--- config.mk ---
export PLATFORM = sky130hd
export DESIGN_NAME = regfile_sb_flat
export DESIGN_NICKNAME = d
export VERILOG_FILES = /design/src/rtl/regfile_sb_pkg.sv /design/src/rtl/regfile_sb_if.sv /design/src/rtl/regfile_sb_scoreboard.sv /design/src/rtl/regfile_sb.sv /design/src/flat_wrapper.sv
export SDC_FILE = /design/constraint.sdc
export NUM_CORES = 2
export LEC_CHECK = 0
export ABC_CLOCK_PERIOD_IN_PS = 4500
export CORE_MARGIN = 1.5
export CORE_UTILIZATION = 45
export CTS_BUF_LIST = sky130_fd_sc_hd__clkbuf_8 sky130_fd_sc_hd__clkbuf_16
export DETAILED_ROUTE_END_ITERATION = 10
export PLACE_DENSITY = 0.62
export SYNTH_ARGS = -nofsm -noshare
export SYNTH_HDL_FRONTEND = slang
export SYNTH_HIERARCHICAL = 1
export SYNTH_SLANG_ARGS = --single-unit
--- constraint.sdc ---
create_clock -name clk -period 4.5 [get_ports clk]
set_input_delay 0.9 -clock clk [delete_from_list [all_inputs] [get_ports clk]]
set_output_delay 0.9 -clock clk [all_outputs]
set_load 0.1 [all_outputs]
--- src/rtl/regfile_sb_pkg.sv ---
// Shared constants and types for the regfile_sb slice (register file, forwarding, scoreboard).
// Optional feature macro used across the slice: RF_LINK_PORT_EN.
package regfile_sb_pkg;

    localparam int XLEN_DEF = 32;
    localparam int NREG_DEF = 32;
    localparam int REG_ZERO = 0;
    localparam int REG_LINK = 31;

    // Where a read port takes its operand from, in descending priority after the zero rule.
    typedef enum logic [2:0] {
        SRC_REG,
        SRC_ZERO,
        SRC_LINK,
        SRC_EX,
        SRC_ME,
        SRC_LW,
        SRC_WB
    } fwd_src_e;

endpackage

--- src/rtl/regfile_sb_if.sv ---
// ID-stage register file bus: read ports, issue info, pipeline results and write-back ports.
// RF_LINK_PORT_EN adds the dedicated link-register write port (ra_we/ra_wd).
interface regfile_sb_if
    import regfile_sb_pkg::*;
#(
    parameter int XLEN = XLEN_DEF,
    parameter int AW   = $clog2(NREG_DEF),
    parameter int NRP  = 2
);

    logic [NRP*AW-1:0]   r_addr;
    logic [NRP-1:0]      r_used;
    logic [NRP*XLEN-1:0] r_data;
    logic                stall;

    logic                iss_we;
    logic                iss_long;
    logic [AW-1:0]       iss_wa;

    logic                ex_we;
    logic                ex_ld;
    logic [AW-1:0]       ex_wa;
    logic [XLEN-1:0]     ex_wd;

    logic                me_we;
    logic [AW-1:0]       me_wa;
    logic [XLEN-1:0]     me_wd;

    logic                wb_we;
    logic [AW-1:0]       wb_wa;
    logic [XLEN-1:0]     wb_wd;

    logic                lw_we;
    logic [AW-1:0]       lw_wa;
    logic [XLEN-1:0]     lw_wd;

`ifdef RF_LINK_PORT_EN
    logic                ra_we;
    logic [XLEN-1:0]     ra_wd;
`endif

    modport master (
        output r_addr, r_used,
        output iss_we, iss_long, iss_wa,
        output ex_we, ex_ld, ex_wa, ex_wd,
        output me_we, me_wa, me_wd,
        output wb_we, wb_wa, wb_wd,
        output lw_we, lw_wa, lw_wd,
`ifdef RF_LINK_PORT_EN
        output ra_we, ra_wd,
`endif
        input  r_data, stall
    );

    modport slave (
        input  r_addr, r_used,
        input  iss_we, iss_long, iss_wa,
        input  ex_we, ex_ld, ex_wa, ex_wd,
        input  me_we, me_wa, me_wd,
        input  wb_we, wb_wa, wb_wd,
        input  lw_we, lw_wa, lw_wd,
`ifdef RF_LINK_PORT_EN
        input  ra_we, ra_wd,
`endif
        output r_data, stall
    );

endinterface

--- src/rtl/regfile_sb_scoreboard.sv ---
// Per-register pending bits for long-latency results returning on the lw port,
// plus the RAW and WAW stall terms they produce.
module regfile_sb_scoreboard
    import regfile_sb_pkg::*;
#(
    parameter int NREG = NREG_DEF,
    parameter int AW   = $clog2(NREG),
    parameter int NRP  = 2
) (
    input  logic              clk,
    input  logic              rst,
    input  logic [NRP*AW-1:0] r_addr,
    input  logic [NRP-1:0]    r_used,
    input  logic              iss_we,
    input  logic              iss_long,
    input  logic [AW-1:0]     iss_wa,
    input  logic              lw_we,
    input  logic [AW-1:0]     lw_wa,
    output logic              stall_raw,
    output logic              stall_waw
);

    logic [NREG-1:0] pending;
    logic [NREG-1:0] set_vec;
    logic [NREG-1:0] clr_vec;
    logic [NRP-1:0]  raw_hit;

    always_comb begin
        set_vec = '0;
        clr_vec = '0;
        if (iss_we && iss_long && iss_wa != AW'(REG_ZERO))
            set_vec[iss_wa] = 1'b1;
        if (lw_we)
            clr_vec[lw_wa] = 1'b1;
    end

    // Set is OR-ed after the clear so a new issue keeps ownership of the register.
    always_ff @(posedge clk or negedge rst) begin
        if (!rst)
            pending <= '0;
        else
            pending <= set_vec | (pending & ~clr_vec);
    end

    for (genvar p = 0; p < NRP; p++) begin : g_raw
        logic [AW-1:0] a;
        assign a          = r_addr[p*AW +: AW];
        assign raw_hit[p] = r_used[p] && pending[a] && !(lw_we && lw_wa == a);
    end

    assign stall_raw = |raw_hit;
    assign stall_waw = iss_we && pending[iss_wa] && !(lw_we && lw_wa == iss_wa);

endmodule

--- src/rtl/regfile_sb.sv ---
// GPR file for the 5-stage pipeline: NRP forwarded read ports, load-use and scoreboard stalls.
// Optional RF_LINK_PORT_EN: dedicated link-register write port owning regs[LINK_REG].
module regfile_sb
    import regfile_sb_pkg::*;
#(
    parameter int XLEN     = XLEN_DEF,
    parameter int NREG     = NREG_DEF,
    parameter int AW       = $clog2(NREG),
    parameter int NRP      = 2,
    parameter int LINK_REG = REG_LINK
) (
    input  logic        clk,
    input  logic        rst,
    regfile_sb_if.slave rf
);

    logic [XLEN-1:0]          regs [NREG];
    logic [NRP-1:0][XLEN-1:0] rd;
    logic [NRP-1:0]           lu_hit;
    logic                     stall_raw;
    logic                     stall_waw;
    logic                     wb_ok;
    logic                     lw_ok;

`ifdef RF_LINK_PORT_EN
    localparam logic [AW-1:0] LINK_A = AW'(LINK_REG);
    assign wb_ok = rf.wb_wa != AW'(REG_ZERO) && rf.wb_wa != LINK_A;
    assign lw_ok = rf.lw_wa != AW'(REG_ZERO) && rf.lw_wa != LINK_A;
`else
    assign wb_ok = rf.wb_wa != AW'(REG_ZERO);
    assign lw_ok = rf.lw_wa != AW'(REG_ZERO);
`endif

    // lw is written before wb so that wb wins a same-address collision.
    always_ff @(posedge clk or negedge rst) begin
        if (!rst) begin
            for (int unsigned i = 0; i < NREG; i++)
                regs[AW'(i)] <= '0;
        end else begin
            if (rf.lw_we && lw_ok)
                regs[rf.lw_wa] <= rf.lw_wd;
            if (rf.wb_we && wb_ok)
                regs[rf.wb_wa] <= rf.wb_wd;
`ifdef RF_LINK_PORT_EN
            if (rf.ra_we)
                regs[LINK_A] <= rf.ra_wd;
`endif
        end
    end

    for (genvar p = 0; p < NRP; p++) begin : g_rd
        logic [AW-1:0]   a;
        logic [XLEN-1:0] d;
        fwd_src_e        src;

        assign a = rf.r_addr[p*AW +: AW];

        always_comb begin
            src = SRC_REG;
            if (a == AW'(REG_ZERO))
                src = SRC_ZERO;
`ifdef RF_LINK_PORT_EN
            // Only the link port can change LINK_REG, so pipeline results are never forwarded to it.
            else if (a == LINK_A)
                src = rf.ra_we ? SRC_LINK : SRC_REG;
`endif
            else if (rf.ex_we && rf.ex_wa == a)
                src = SRC_EX;
            else if (rf.me_we && rf.me_wa == a)
                src = SRC_ME;
            else if (rf.lw_we && rf.lw_wa == a)
                src = SRC_LW;
            else if (rf.wb_we && rf.wb_wa == a)
                src = SRC_WB;
        end

        always_comb begin
            case (src)
                SRC_ZERO: d = '0;
`ifdef RF_LINK_PORT_EN
                SRC_LINK: d = rf.ra_wd;
`endif
                SRC_EX:   d = rf.ex_wd;
                SRC_ME:   d = rf.me_wd;
                SRC_LW:   d = rf.lw_wd;
                SRC_WB:   d = rf.wb_wd;
                default:  d = regs[a];
            endcase
        end

        assign rd[p]     = d;
        assign lu_hit[p] = rf.r_used[p] && rf.ex_we && rf.ex_ld
                           && a != AW'(REG_ZERO) && rf.ex_wa == a;
    end

    assign rf.r_data = rd;

    regfile_sb_scoreboard #(
        .NREG (NREG),
        .AW   (AW),
        .NRP  (NRP)
    ) u_sb (
        .clk       (clk),
        .rst       (rst),
        .r_addr    (rf.r_addr),
        .r_used    (rf.r_used),
        .iss_we    (rf.iss_we),
        .iss_long  (rf.iss_long),
        .iss_wa    (rf.iss_wa),
        .lw_we     (rf.lw_we),
        .lw_wa     (rf.lw_wa),
        .stall_raw (stall_raw),
        .stall_waw (stall_waw)
    );

    assign rf.stall = (|lu_hit) || stall_raw || stall_waw;

    a_params: assert property (@(posedge clk)
        (LINK_REG < NREG) && (NREG == (1 << AW)) && (NREG >= 2));

    // A wb/lw collision means the caller ignored the WAW stall.
    a_no_collision: assert property (@(posedge clk) disable iff (!rst)
        !(rf.wb_we && rf.lw_we && rf.wb_wa == rf.lw_wa && rf.wb_wa != AW'(REG_ZERO)));

endmodule
--- src/flat_wrapper.sv ---
// flat-port wrapper written by rule: the top's interface ports become plain ports
module regfile_sb_flat import regfile_sb_pkg::*;
#(
    parameter int XLEN     = XLEN_DEF,
    parameter int NREG     = NREG_DEF,
    parameter int AW       = $clog2(NREG),
    parameter int NRP      = 2,
    parameter int LINK_REG = REG_LINK
)
  (clk, rst, rf_r_addr, rf_r_used, rf_iss_we, rf_iss_long, rf_iss_wa, rf_ex_we, rf_ex_ld, rf_ex_wa, rf_ex_wd, rf_me_we, rf_me_wa, rf_me_wd, rf_wb_we, rf_wb_wa, rf_wb_wd, rf_lw_we, rf_lw_wa, rf_lw_wd, rf_r_data, rf_stall);
  regfile_sb_if #(.XLEN(XLEN), .AW(AW), .NRP(NRP)) rf_i ();
  input  logic clk;
  input  logic rst;
  input wire logic [$bits(rf_i.r_addr)-1:0] rf_r_addr;
  input wire logic [$bits(rf_i.r_used)-1:0] rf_r_used;
  input wire logic [$bits(rf_i.iss_we)-1:0] rf_iss_we;
  input wire logic [$bits(rf_i.iss_long)-1:0] rf_iss_long;
  input wire logic [$bits(rf_i.iss_wa)-1:0] rf_iss_wa;
  input wire logic [$bits(rf_i.ex_we)-1:0] rf_ex_we;
  input wire logic [$bits(rf_i.ex_ld)-1:0] rf_ex_ld;
  input wire logic [$bits(rf_i.ex_wa)-1:0] rf_ex_wa;
  input wire logic [$bits(rf_i.ex_wd)-1:0] rf_ex_wd;
  input wire logic [$bits(rf_i.me_we)-1:0] rf_me_we;
  input wire logic [$bits(rf_i.me_wa)-1:0] rf_me_wa;
  input wire logic [$bits(rf_i.me_wd)-1:0] rf_me_wd;
  input wire logic [$bits(rf_i.wb_we)-1:0] rf_wb_we;
  input wire logic [$bits(rf_i.wb_wa)-1:0] rf_wb_wa;
  input wire logic [$bits(rf_i.wb_wd)-1:0] rf_wb_wd;
  input wire logic [$bits(rf_i.lw_we)-1:0] rf_lw_we;
  input wire logic [$bits(rf_i.lw_wa)-1:0] rf_lw_wa;
  input wire logic [$bits(rf_i.lw_wd)-1:0] rf_lw_wd;
  output wire logic [$bits(rf_i.r_data)-1:0] rf_r_data;
  output wire logic [$bits(rf_i.stall)-1:0] rf_stall;
  assign rf_i.r_addr = rf_r_addr;
  assign rf_i.r_used = rf_r_used;
  assign rf_i.iss_we = rf_iss_we;
  assign rf_i.iss_long = rf_iss_long;
  assign rf_i.iss_wa = rf_iss_wa;
  assign rf_i.ex_we = rf_ex_we;
  assign rf_i.ex_ld = rf_ex_ld;
  assign rf_i.ex_wa = rf_ex_wa;
  assign rf_i.ex_wd = rf_ex_wd;
  assign rf_i.me_we = rf_me_we;
  assign rf_i.me_wa = rf_me_wa;
  assign rf_i.me_wd = rf_me_wd;
  assign rf_i.wb_we = rf_wb_we;
  assign rf_i.wb_wa = rf_wb_wa;
  assign rf_i.wb_wd = rf_wb_wd;
  assign rf_i.lw_we = rf_lw_we;
  assign rf_i.lw_wa = rf_lw_wa;
  assign rf_i.lw_wd = rf_lw_wd;
  assign rf_r_data = rf_i.r_data;
  assign rf_stall = rf_i.stall;
  regfile_sb #(.XLEN(XLEN), .NREG(NREG), .AW(AW), .NRP(NRP), .LINK_REG(LINK_REG)) u_core (.clk(clk), .rst(rst), .rf(rf_i));
endmodule
==> results.ini <==
[outcome]
run_status=complete, no violations

[timing]
hold_ws_ps=178
worst_slack_ps=14.2
fmax_mhz=223
fin_worst_skew_ps=0
finalSetupViolations=0
drv_slew=0
finalHoldViolations=0
timing.final.crit_period_ps=4490
worst_slew_pin_slew_ps=1250
slew_headroom_pct=16.7
period_share_pct=99.7

[global_route]
grt_antenna_before_repair=9
track_usage_pct=38.6
grt_pass1_vias=57500
grt_pass1_wl_mm=432
grt_max_degree=114
grt_overflow=0

[setup_path]
crit_path_end=rf_r_data[44]
required_ps=3600
crit_slowest_cell=clkdlybuf4s50_1
arrival_ps=3590
rrSetupSlack_ps=3550
endpoint_kind=output pin
worstSetupPathType=input port to output pin
crit_chain=clkdlybuf4s50_1, xnor2_1, nand4_1, o21ai_2, nor4b_4, buf_12, buf_4, nand2_1, a31oi_4, buf_4, buf_12
cp_max_fo=13
cpPeakStageDelay_ps=590
start_kind=input port
reg2reg_to=u_core/regs[933]
ff2ff_path_depth=2
r2r-start=u_core/regs[933]
worstSetupStartpoint=rf_ex_wa[4]

[detailed_routing]
routed_wl_mm=305
vias=59900
first_pass_iters=7
route.detailed.drc=0
drt_iter0_drc=9170
wire_per_inst_um=35.7
viasPerCell=6.99
drtAntennaViolNets=0

[logic_synthesis]
async_reset_ff_share_pct=100
synth_area_leader_cell=dfrtp_1
yosysSeqAreaShare_pct=38.5
syn_inst=6473
yosys.cell_types.count=70
synthFlopType=dfrtp_1
synth_area_per_cell_sq_um=10.6
syn_area_sq_um=68600
yosys_register_bits=1056
netlist.area_leader.share_pct=38.5
syn_nets=6647
yosysWarnings=6
synth.most_common_cell=dfrtp_1
synth.top_cells.by_area=dfrtp_1 39%, mux4_2 20%, mux2i_1 15%, a21oi_1 4.4%, nor2_1 3.4%
synth_common_cells=1056 x dfrtp_1, 998 x mux2i_1, 621 x nor2_1
synth_edf_count=0

[floorplanning]
die_w_um=393
pin_count=239
core_area_sq_um=152000
die_y_um=393
die_area_sq_um=155000
rows=143
initial_core_util_pct=45.2

[clocking]
clock-root-buffer=clkbuf_16
clk_pin_slew_worst_paths_ps=60
clockBufferDepth=3
cts_hold_buf=0
cts_tree=built
cts_made_buffers=121
clock_sinks=1056
cts-htree-levels=3
insertion_delay_ps=760

[layout]
fin_nets=6604
drive_gt1_share_pct=22.8
synthToLayoutAreaGrowth_pct=17.8
fillCellCount=13000

[place]
dp_slack_ps=-301
place.gp.congestion=0.974
port_buffers=238
hpwlAfterDp_mm=186

[power_and_ir_drop]
p_per_area_nw_per_um2=451
peakVddDrop_uv=395
leakage_uw=0.0344

[job]
drv_cap=0

[worst_hold_path]
hold_class=input port to asynchronous set/reset pin

[flip-flops by register name, indices dropped and copies added (netlist names)]
| signal | count |
|---|---|
| u_core/regs | 1024 |
| u_core/u_sb/pending | 32 |
[worst max-delay path, delay by kind of cell]
kind                      cells  cell delay (ps)
AOI/OAI and AO/OA             2              430
buffers and inverters         5             1280
xor gates and xnor gates      1              220
and+or+nand+nor               3              710
[final cells by class]
type,instances,area (sq um),share of cell area [%]
multi-input cells,4547,39500,48.9
inverters,10,37.5,0.0464
repair buffers,694,7950,9.83
flip-flops and latches,1056,26400,32.7
clock inverters,62,691,0.855
diodes,4,10.0,0.0124
well taps,2030,2540,3.14
clock buffers,162,3610,4.47
[how the worst min path moves through the flow]
stage	endpoint	from	depth (start not counted)
after floorplan	u_core/regs[1000]	u_core/regs[1000]	1
after global placement	u_core/regs[1003]	u_core/regs[1003]	0
after detailed placement	u_core/regs[996]	u_core/regs[996]	0
after CTS	u_core/regs[516]	rst	1
after global routing	u_core/regs[292]	rst	1
final	u_core/regs[292]	rst	1
[placed cells by master, fill, tap and decap left out, types with 19 or more instances in the layout]
cell and count:
nor2_1 591, o22a_1 24, mux2i_1 998, o21bai_1 20, inv_1 28, a32oi_1 156, buf_12 176, clkbuf_16 124
o21ai_0 388, nor2_4 29, clkdlybuf4s50_1 153, clkinv_2 19, xnor2_1 39, a22oi_1 93, a31oi_2 26, nand2_1 567
mux4_2 595, dfrtp_1 1056, nand2_4 21, a21oi_1 597, buf_4 338, o21ai_1 126, clkbuf_8 39
[routing by layer]
layer | up-vias | wire length (um) | track usage (%)
met1 | 29600 | 107000 | 48.8
met2 | 5095 | 128000 | 54.6
met5 | - | 73 | 0
li1 | 23800 | - | -
met3 | 1291 | 43100 | 14.0
met4 | 12 | 26900 | 27.8
[cell families (layout without fill, tap and decap cells)]
logic type / count (synthesis) / in the layout / synth area share, %
DFF: 1056 / 1056 / 38.5
AOI/OAI and AO/OA: 1531 / 1531 / 13.1
other: 0 / 4 / 0
and+or+nand+nor: 1363 / 1363 / 8.14
buffers and inverters: 870 / 928 / 5.28
muxes: 1598 / 1598 / 34.3
xor gates and xnor gates: 55 / 55 / 0.724
[power breakdown]
part / leakage, uW / internal, uW / switching, uW
Combinational: 0.0192 / 5740 / 5890
Clock: 0.00220 / 6330 / 4450
Sequential: 0.0129 / 11900 / 2100
[stage by stage]
stage | total power [uW] | utilization, % | std cells | setup TNS [ps] | cell area [sq um]
final | 36400 | 53.3 | 8565 | 0 | 80800
after CTS | 36100 | 53.2 | 8556 | -128 | 80700
after global routing | 37600 | 53.3 | 8561 | -66.4 | 80800
after global placement | 25100 | 50.2 | 8326 | -6570 | 76200
after detailed placement | 25400 | 50.2 | 8326 | -6570 | 76200
after floorplan | 21100 | - | 6473 | -6840 | 68900
[what timing repair did]
action	in CTS	in global routing
endpoints found under the hold margin	0	0
endpoints found under the setup margin	63	62
resized for setup	27	22
cloned	0	1
setup buffers	6	4
pin swaps	8	10
No activity file was read; power rests on OpenSTA's default activity.
